File: config.mk
export PLATFORM = sky130hd
export DESIGN_NAME = mvm_result_fifo
export DESIGN_NICKNAME = d
export VERILOG_FILES = /design/src/rtl/mvm_result_fifo.sv
export SDC_FILE = /design/constraint.sdc
export NUM_CORES = 1
export LEC_CHECK = 0
export BUFFER_PORTS_ARGS = -buffer_cell sky130_fd_sc_hd__clkbuf_2
export CAP_MARGIN = 20
export CORE_ASPECT_RATIO = 1.1
export CORE_MARGIN = 2
export CORE_UTILIZATION = 60
export CTS_CLUSTER_SIZE = 40
export DETAILED_ROUTE_END_ITERATION = 10
export PLACE_DENSITY = 0.9
export SLEW_MARGIN = 10
export SYNTH_ARGS = -nofsm -noshare
export SYNTH_HDL_FRONTEND = slang
export SYNTH_SLANG_ARGS = --single-unit
File: constraint.sdc
create_clock -name clk -period 5.2 [get_ports clk]
set_clock_uncertainty 0.05 [all_clocks]
set_input_delay 0.78 -clock clk [delete_from_list [all_inputs] [get_ports clk]]
set_output_delay 0.78 -clock clk [all_outputs]
set_load 0.03 [all_outputs]
File: src/rtl/mvm_result_fifo.sv
// mvm_result_fifo: circular result FIFO between the MVM MAC output handshake and the consumer.
// Define MVM_RESULT_LAST_EN to add a pop row counter and the out_last vector-end tag.
module mvm_result_fifo #(
    parameter int DATA_LENGTH       = 14,
    parameter int MATRIX_ROW_LENGTH = 8,
    parameter int DEPTH             = 4
) (
    input  logic                     clk,
    input  logic                     reset,
    input  logic [DATA_LENGTH-1:0]   in_data,
    input  logic                     in_valid,
    output logic                     in_ready,
    output logic [DATA_LENGTH-1:0]   out_data,
    output logic                     out_valid,
    input  logic                     out_ready,
`ifdef MVM_RESULT_LAST_EN
    output logic                     out_last,
`endif
    output logic [$clog2(DEPTH):0]   count
);
    localparam int AW = $clog2(DEPTH);
    localparam int CW = AW + 1;
    localparam logic [CW-1:0] FULL = CW'(DEPTH);
    localparam logic [CW-1:0] ONE  = CW'(1);
    localparam logic [AW-1:0] STEP = AW'(1);

    logic [DATA_LENGTH-1:0] mem [DEPTH];
    logic [AW-1:0] wr_ptr;
    logic [AW-1:0] rd_ptr;
    logic push;
    logic pop;

    always_comb begin
        in_ready  = count != FULL;
        out_valid = count != '0;
        push      = in_valid && in_ready;
        pop       = out_valid && out_ready;
        out_data  = mem[rd_ptr];
    end

    always_ff @(posedge clk) begin
        if (push) mem[wr_ptr] <= in_data;
    end

    always_ff @(posedge clk or negedge reset) begin
        if (!reset) begin
            wr_ptr <= '0;
            rd_ptr <= '0;
            count  <= '0;
        end else begin
            wr_ptr <= push ? wr_ptr + STEP : wr_ptr;
            rd_ptr <= pop ? rd_ptr + STEP : rd_ptr;
            count  <= (push && !pop) ? count + ONE : (pop && !push) ? count - ONE : count;
        end
    end

`ifdef MVM_RESULT_LAST_EN
    localparam int RW = $clog2(MATRIX_ROW_LENGTH) + 1;
    localparam logic [RW-1:0] ROW_LAST = RW'(MATRIX_ROW_LENGTH - 1);
    localparam logic [RW-1:0] ROW_ONE  = RW'(1);

    logic [RW-1:0] row;

    always_ff @(posedge clk or negedge reset) begin
        if (!reset) row <= '0;
        else if (pop) row <= (row == ROW_LAST) ? '0 : row + ROW_ONE;
    end

    assign out_last = out_valid && (row == ROW_LAST);
`endif
endmodule

==> results of run 1 <==
-- cells by family after synthesis --
group	Yosys count	synth area share, %
muxes	16	14.60
and+or+nand+nor	10	2.282
AOI/OAI and AO/OA	1	0.4564
buffers and inverters	6	1.927
xor gates and xnor gates	6	2.130
DFF	63	75.25
adders and majority gates	6	3.347
-- flip-flops by register name (all words and copies together), names as in the netlist --
signal	count
count	3
wr_ptr	2
mem	56
rd_ptr	2
-- area by class of cell --
class | count | area (sq um)
tap | 52 | 65.06
clock inverter | 2 | 10.01
fill | 259 | 1125
sequential | 63 | 1857
timing repair buffer | 36 | 180.2
inverter | 3 | 11.26
multi-input combinational | 39 | 563.0
clock buffer | 14 | 152.6
-- stage by stage --
stage          hold WS (ps)  power (W)  cells
2_1_floorplan         434.4   0.001238    108
6_report              237.4   0.001716    209
5_1_grt               243.0   0.001795    209
4_1_cts               235.8   0.001732    209
3_3_place_gp          490.0   0.001347    193
3_5_place_dp          513.9   0.001390    193
-- routing by layer --
layer	wire, um	part of all wire [%]	vias to the layer above	GRT usage (%)
met2	2151	55	38	32.07
met4	67	1.7	0	9.722
met1	1452	37	579	22.64
li1	-	-	525	-
met5	0	0	-	0
met3	229	5.9	8	4.082
-- path summary, 6_finish.rpt --
path	from	to	slack [ps]	depth (start not counted)
setup reg to reg	count[2]$_DFFE_PN0P_	count[2]$_DFFE_PN0P_	2980	8
min in group clk	count[2]$_DFFE_PN0P_	count[2]$_DFFE_PN0P_	540	1
max in group asynchronous	reset	wr_ptr[0]$_DFFE_PN0P_	4700	1
hold / removal	reset	rd_ptr[1]$_DFFE_PN0P_	240	1
hold reg to reg	count[2]$_DFFE_PN0P_	count[2]$_DFFE_PN0P_	540	1
setup / recovery	rd_ptr[0]$_DFFE_PN0P_	out_data[0]	2240	2
-- critical path, stage by stage, from the launching register on --
cell,delay [ps]
sky130_fd_sc_hd__dfrtp_1,910
sky130_fd_sc_hd__mux4_1,680
sky130_fd_sc_hd__clkbuf_2,220
-- placed cells by master, fill, tap and decap left out, types with 3 or more instances in the layout --
cell	n
sky130_fd_sc_hd__xnor2_1	4
sky130_fd_sc_hd__mux4_1	6
sky130_fd_sc_hd__ha_1	5
sky130_fd_sc_hd__edfxtp_1	56
sky130_fd_sc_hd__dfrtp_1	7
sky130_fd_sc_hd__mux4_2	8
sky130_fd_sc_hd__clkbuf_2	36
sky130_fd_sc_hd__inv_1	3
sky130_fd_sc_hd__clkbuf_1	4
sky130_fd_sc_hd__clkbuf_8	10
sky130_fd_sc_hd__and2_1	4
-- power by group through the flow --
stage | sequential, W | clock [W] | combinational (W)
6_report | 0.000781 | 0.000346 | 0.000590
5_1_grt | 0.000797 | 0.000370 | 0.000628
4_1_cts | 0.000785 | 0.000349 | 0.000598
3_5_place_dp | 0.000795 | 0 | 0.000595
3_3_place_gp | 0.000781 | 0 | 0.000566
2_1_floorplan | 0.000752 | 0 | 0.000487
==> tab_implementation.tex, run 1 <==
\begin{tabular}{lr}
\hline
Metric & Value \\
\hline
\multicolumn{2}{l}{\textbf{Outcome}} \\
\quad Outcome & complete, no violations \\
\multicolumn{2}{l}{\textbf{Floorplanning}} \\
\quad Y dimension of the die & between 70 and 80 um \\
\quad Horizontal die dimension & about 65 um \\
\quad Floorplan Core Area & between 3000 and 4000 sq um \\
\quad Number of standard-cell rows in the floorplan & 24 \\
\quad Initial Utilization & approximately 62\% \\
\quad Top-level port count & 37 \\
\quad Total Die Area & between 4000 and 5000 sq um \\
\multicolumn{2}{l}{\textbf{Timing}} \\
\quad Count of final max-slew check failures & 0 \\
\quad Final cycle utilization of the critical path & between 50\% and 60\% \\
\quad Setup violation total in the final timing report & 0 \\
\quad Maximum clock rate & 337.3 MHz \\
\quad Sum of negative setup slack & 0 ps \\
\quad Worst Setup Slack, final & $\sim$2200 ps \\
\quad Minimum clock period after layout & 2965 ps \\
\quad Measured slew at the worst slew-check pin & slightly below 900 ps \\
\quad Setup repair after global routing missed its margin & false \\
\quad Rel. slew slack & about two fifths \\
\quad Number of hold-slack violations in the final timing report & 0 \\
\multicolumn{2}{l}{\textbf{Cells and area}} \\
\quad P\&R area growth vs syn & 15.06\% \\
\quad Final Cell Area & 2839 sq um \\
\quad Count of antenna diodes in the layout & 0 \\
\quad Final core utilization & 71.62\% \\
\quad Layout cell share with drive strength beyond 1 & between 30\% and 40\% \\
\quad Final-stage net count & 176 \\
\multicolumn{2}{l}{\textbf{Routing}} \\
\quad Total length of routed wires & between 3000 and 4000 um \\
\quad Detail Route Antenna Nets & 0 \\
\quad DRC viols & 0 \\
\quad Wire per inst & between 15 and 20 um \\
\quad Detailed router's first-iteration violation count & 45 \\
\quad Detailed-route vias per instance & between 5 and 6 \\
\quad Iteration count of the initial detailed-routing pass & 5 \\
\quad Total number of vias & approximately 1200 \\
\multicolumn{2}{l}{\textbf{Synthesis}} \\
\quad Cell types occupying the most area after synthesis & sky130\_fd\_sc\_hd\_\_edfxtp\_1, sky130\_fd\_sc\_hd\_\_mux4\_2, sky130\_fd\_sc\_hd\_\_dfrtp\_1 \\
\quad Number of synthesized flops with an enable pin & 56 \\
\quad Yosys warns & 0 \\
\quad Synthesized netlist net count & 132 \\
\quad Share of the yosys chip area belonging to registers & 75.25\% \\
\quad Async SR Flop Fraction & 11.11\% \\
\quad Fraction of post-synthesis cell area in the top cell type by area & between 60 and 70\% \\
\quad Synth unique cells & 19 \\
\quad Most frequently used cell type in the post-synthesis netlist & sky130\_fd\_sc\_hd\_\_edfxtp\_1 \\
\quad Synth top cells by count & sky130\_fd\_sc\_hd\_\_edfxtp\_1, sky130\_fd\_sc\_hd\_\_mux4\_2, sky130\_fd\_sc\_hd\_\_dfrtp\_1, sky130\_fd\_sc\_hd\_\_mux4\_1, sky130\_fd\_sc\_hd\_\_ha\_1 \\
\quad Flip-flop and latch count after synthesis & 63 \\
\quad Synthesized area per cell & about 23 sq um \\
\quad Top flip-flop cell by instance count after synthesis & sky130\_fd\_sc\_hd\_\_edfxtp\_1 \\
\quad Number of standard cells after synthesis & 108 \\
\quad Post-synth design cell area & approximately 2500 sq um \\
\quad Largest area contributor in the netlist & sky130\_fd\_sc\_hd\_\_edfxtp\_1 \\
\multicolumn{2}{l}{\textbf{Run}} \\
\quad Max cap viols & 0 \\
\multicolumn{2}{l}{\textbf{Setup path}} \\
\quad CP Data Required Time & 4370 ps \\
\quad CP endpoint kind & primary output \\
\quad Path type of the worst setup path & reg -> out \\
\quad Sort of element at the start of the critical path & flip-flop \\
\quad CP arrival & about 2100 ps \\
\quad Maximum fanout along the worst path & 16 \\
\multicolumn{2}{l}{\textbf{Clock tree}} \\
\quad Clock Latency Late Sink & between 300 and 400 ps \\
\quad Number of buffers created by CTS & 9 \\
\quad Clock Tree Root & sky130\_fd\_sc\_hd\_\_clkbuf\_8 \\
\quad Clock Sink Count & 63 \\
\quad Clock transition at the register clock pins on the worst setup and hold paths after CTS & around 60 ps \\
\quad TritonCTS clock tree & done \\
\quad Buffers from clock root to sink, at most & 2 \\
\quad Number of hold buffers added after cts & 0 \\
\quad Htree depth & 3 \\
\quad Post-CTS sizing & 0 \\
\quad Buffers inserted during post-CTS setup optimization & 0 \\
\multicolumn{2}{l}{\textbf{Pwr}} \\
\quad Switch share & 35.98\% \\
\quad Part of the power in the clock network & between 20\% and 30\% \\
\quad Net switching power & $\sim$0.0006 W \\
\quad Internal portion of total power & about 0.0011 W \\
\quad Leakage Power & $\sim$1.1 nW \\
\quad Pwr dens & approximately 600 nW/um\^{}2 \\
\quad Part of the total power dissipated in combinational logic & about a third \\
\quad Sequential Power Share & between 40\% and 50\% \\
\quad Worst supply voltage drop on vdd & between 0.3 and 0.4 mV \\
\multicolumn{2}{l}{\textbf{Global routing}} \\
\quad Initial antenna violation count & 0 \\
\quad Largest net degree at the start of global routing & 17 \\
\quad Total GRT Usage & between 10\% and 20\% \\
\quad Global-route wire length before repair & slightly above 6000 um \\
\quad Remaining global-route overflow & 0 \\
\quad Via count of the first global-routing pass & 1257 \\
\multicolumn{2}{l}{\textbf{Placement}} \\
\quad Area post-placement & between 2000 and 3000 sq um \\
\quad Estimated wirelength of the detail-placed design & 2649 um \\
\quad Last weighted congestion value of the routability-driven placer & 0.6805 \\
\quad Post-place setup slack & between 2000 and 3000 ps \\
\quad Port-buffer cells & 36 \\
\multicolumn{2}{l}{\textbf{Hold path}} \\
\quad Path class of the lowest-slack min-delay path & in -> async \\
\hline
\end{tabular}
No activity file was read; power rests on OpenSTA's default activity.
==> run 2: changes to the inputs <==
CORE_UTILIZATION = 50   (was 60)
PLACE_DENSITY = 0.81   (was 0.9)
clock period = 2.64 ns   (was 5.2 ns; I/O delays follow)
==> run 2 against run 1 <==
  * Sequential share of layout area decreased by 0.29 points
  * Global-route usage decreased by 2.7 points
  * Critical path depth increased by 1
  * Non-clock buffer count increased by 2
  * Register-to-register slack got worse by 2500 ps
  * Routed wire length decreased by 0.74%
==> tab_implementation.tex, run 2 (same netlist as run 1, synthesis figures left out) <==
\begin{tabular}{lr}
\hline
Metric & Value \\
\hline
\multicolumn{2}{l}{\textbf{Cells and area}} \\
\quad Count of antenna diodes in the layout & 0 (unchanged) \\
\quad Multi-input logic area & 563.0 sq um (unchanged) \\
\quad Final-stage net count & 178 (+1.1\%) \\
\quad Non-filler instance count after layout & 215 (+2.9\%) \\
\quad Layout cell share with drive strength beyond 1 & 37.74\% (-0.48 points) \\
\quad Most common cell after layout, fill and taps aside & sky130\_fd\_sc\_hd\_\_edfxtp\_1 \\
\quad Number of fill cells in the layout & 356 (+37\%) \\
\quad Register area & 1857 sq um (unchanged) \\
\quad Registers with the most flip-flops & mem x56, count x3 \\
\quad Top library cells by usage in the layout, fill and taps aside & sky130\_fd\_sc\_hd\_\_edfxtp\_1, sky130\_fd\_sc\_hd\_\_clkbuf\_2, sky130\_fd\_sc\_hd\_\_clkbuf\_8, sky130\_fd\_sc\_hd\_\_mux4\_2, sky130\_fd\_sc\_hd\_\_dfrtp\_1 \\
\quad Top register by number of flip-flops & mem \\
\quad Max reg flops & 56 (unchanged) \\
\quad P\&R area growth vs syn & 15.57\% \\
\multicolumn{2}{l}{\textbf{Global routing}} \\
\quad Via count of the first global-routing pass & 1281 (+1.9\%) \\
\quad Initial antenna violation count & 0 (unchanged) \\
\quad Largest net degree at the start of global routing & 16 (-1) \\
\quad Remaining global-route overflow & 0 (unchanged) \\
\quad Total GRT Usage & 16.02\% (-2.7 points) \\
\quad Global-route wire length before repair & 6341 um (+2.6\%) \\
\multicolumn{2}{l}{\textbf{Timing}} \\
\quad Maximum clock rate & $\sim$440 MHz \\
\quad Setup violation total in the final timing report & 0 (unchanged) \\
\quad Number of hold-slack violations in the final timing report & 0 (unchanged) \\
\quad Count of final max-slew check failures & 0 (unchanged) \\
\quad Worst Setup Slack, final & 387.3 ps (-1848 ps) \\
\quad Measured slew at the worst slew-check pin & 725.8 ps (-148.1 ps) \\
\quad Minimum clock period after layout & $\sim$2300 ps \\
\quad Rel. slew slack & 51.61\% (+9.9 points) \\
\quad Final cycle utilization of the critical path & a little under nine tenths \\
\quad Sum of negative setup slack & 0 ps (unchanged) \\
\quad Fin Hold WS & 248.9 ps (+11.47 ps) \\
\quad Setup repair after global routing missed its margin & false \\
\multicolumn{2}{l}{\textbf{Setup path}} \\
\quad Sort of element at the start of the critical path & flip-flop \\
\quad Slack of the worst reg-to-reg path & 500 ps (-2480 ps) \\
\quad CP Data Required Time & 2190 ps (-2180 ps) \\
\quad Path type of the worst setup path & reg -> out \\
\quad Maximum fanout along the worst path & 14 (-2) \\
\quad Reg2reg path depth & 8 (unchanged) \\
\quad CP endpoint kind & primary output \\
\quad Reg-to-reg startpoint & count[2]\$\_DFFE\_PN0P\_ \\
\quad Worst R2R End & count[2]\$\_DFFE\_PN0P\_ \\
\quad CP arrival & 1810 ps (-320 ps) \\
\multicolumn{2}{l}{\textbf{Clock tree}} \\
\quad Htree depth & 3 (unchanged) \\
\quad Clock Latency Late Sink & 320 ps (about the same) \\
\quad TritonCTS clock tree & done \\
\quad Buffers from clock root to sink, at most & 2 (unchanged) \\
\quad Clock Sink Count & 63 (unchanged) \\
\quad Number of buffers created by CTS & 9 (unchanged) \\
\quad Post-CTS sizing & 0 (unchanged) \\
\quad Clock Tree Root & sky130\_fd\_sc\_hd\_\_clkbuf\_8 \\
\quad Clock transition at the register clock pins on the worst setup and hold paths after CTS & 60 ps (about the same) \\
\quad Buffers inserted during post-CTS setup optimization & 0 (unchanged) \\
\multicolumn{2}{l}{\textbf{Floorplanning}} \\
\quad Y dimension of the die & 77.68 um (+9.0\%) \\
\quad Horizontal die dimension & 70.98 um (+9.0\%) \\
\quad Floorplan Core Area & 4684 sq um (+18\%) \\
\quad Initial Utilization & 52.67\% (-9.6 points) \\
\quad Top-level port count & 37 (unchanged) \\
\quad Total Die Area & 5513 sq um (+19\%) \\
\quad Number of standard-cell rows in the floorplan & 26 (+8.3\%) \\
\multicolumn{2}{l}{\textbf{Pwr}} \\
\quad Switch share & 35.86\% (-0.12 points) \\
\quad Sum of internal, switching and leakage power & 0.003342 W (+95\%) \\
\quad Sequential Power Share & 44.4\% (-1.1 points) \\
\quad Part of the power in the clock network & 19.2\% (-1.0 points) \\
\quad Worst supply voltage drop on vdd & 0.7078 mV (+98\%) \\
\quad Internal portion of total power & 0.002144 W (+95\%) \\
\quad Part of the total power dissipated in combinational logic & 36.4\% (+2.0 points) \\
\quad Net switching power & 0.001199 W (+94\%) \\
\quad Leakage Power & 1.059 nW (+0.32\%) \\
\quad Pwr dens & 1172 nW/um\^{}2 (+94\%) \\
\multicolumn{2}{l}{\textbf{Placement}} \\
\quad Port-buffer cells & 36 (unchanged) \\
\quad Last weighted congestion value of the routability-driven placer & 0.6929 (+1.8\%) \\
\quad Estimated wirelength of the detail-placed design & 2708 um (+2.2\%) \\
\quad Number of instances in the placed design & 198 (+2.6\%) \\
\quad Post-place setup slack & 507.2 ps (-2041 ps) \\
\multicolumn{2}{l}{\textbf{Routing}} \\
\quad Total number of vias & 1162 (+1.0\%) \\
\quad Detailed router's first-iteration violation count & 68 (+51\%) \\
\quad Wire per inst & 18.00 um (-3.5\%) \\
\quad Detail Route Antenna Nets & 0 (unchanged) \\
\quad Iteration count of the initial detailed-routing pass & 4 (-1) \\
\quad DRC viols & 0 (unchanged) \\
\quad Total length of routed wires & 3871 um (-0.74\%) \\
\quad Detailed-route vias per instance & 5.405 (-1.8\%) \\
\multicolumn{2}{l}{\textbf{Outcome}} \\
\quad Outcome & complete, no violations \\
\multicolumn{2}{l}{\textbf{Hold path}} \\
\quad WHS Endpoint & mem[0][13]\$\_DFFE\_PP\_ \\
\quad Path class of the lowest-slack min-delay path & in -> reg \\
\quad Cell count of the worst hold path & 1 \\
\quad Hold Startpoint & in\_data[13] \\
\multicolumn{2}{l}{\textbf{Run}} \\
\quad Max cap viols & 0 (unchanged) \\
\hline
\end{tabular}
## run 2: changes by cell type in the layout (fill, tap and decap cells not counted)
cell | before | now
sky130_fd_sc_hd__buf_4 | 0 | 1
sky130_fd_sc_hd__clkbuf_8 | 10 | 9
sky130_fd_sc_hd__clkinv_1 | 0 | 1
sky130_fd_sc_hd__dlygate4sd3_1 | 0 | 1
## run 2: critical path, cell delays in order (launching register included)
cell                       delay [ps]
sky130_fd_sc_hd__dfrtp_1          390
sky130_fd_sc_hd__buf_4            300
sky130_fd_sc_hd__mux4_1           600
sky130_fd_sc_hd__clkbuf_2         200
## run 2: power by group through the flow
stage / combinational [W] / clock (W) / sequential [W]
after floorplan: 0.000958 / 0 / 0.00148
after global placement: 0.00119 / 0 / 0.00148
after detailed placement: 0.00124 / 0 / 0.00151
after CTS: 0.00124 / 0.000662 / 0.00149
after global routing: 0.00131 / 0.000708 / 0.00151
final: 0.00122 / 0.000643 / 0.00148
## run 2: layer usage
layer	GRT usage (%)	share of wire (%)	wire, um
met5	0	0	0
met1	17.17	37	1420
met4	7.358	1.5	59
met3	5.974	4.1	160
met2	27.85	58	2231
## run 2: final cells by class
| class | instances | share of cell area (%) |
|---|---|---|
| clock buffers | 13 | 4.871 |
| clock inverters | 3 | 0.4827 |
| inverters | 3 | 0.3949 |
| multi-input cells | 39 | 19.75 |
| flip-flops and latches | 63 | 65.12 |
| well taps | 56 | 2.457 |
| repair buffers | 38 | 6.933 |
## run 2: stage by stage
step | utilization (%) | area, sq um
after floorplan | - | 2467
after global placement | 57.40 | 2689
after detailed placement | 57.40 | 2689
after CTS | 60.87 | 2851
after global routing | 60.87 | 2851
final | 60.87 | 2851
## run 2: timing repair
action                                 4_1_cts  5_1_grt
hold buffers                                 1        0
setup endpoints to repair                    0        0
endpoints found under the hold margin        7        0
## run 2: worst max path at each step
stage / startpoint / endpoint / depth (start not counted)
6_report: rd_ptr[0]$_DFFE_PN0P_ / out_data[12] / 3
5_1_grt: rd_ptr[0]$_DFFE_PN0P_ / out_data[13] / 3
4_1_cts: rd_ptr[0]$_DFFE_PN0P_ / out_data[12] / 3
3_5_place_dp: count[2]$_DFFE_PN0P_ / count[2]$_DFFE_PN0P_ / 8
3_3_place_gp: count[2]$_DFFE_PN0P_ / count[2]$_DFFE_PN0P_ / 8
2_1_floorplan: count[2]$_DFFE_PN0P_ / count[2]$_DFFE_PN0P_ / 8
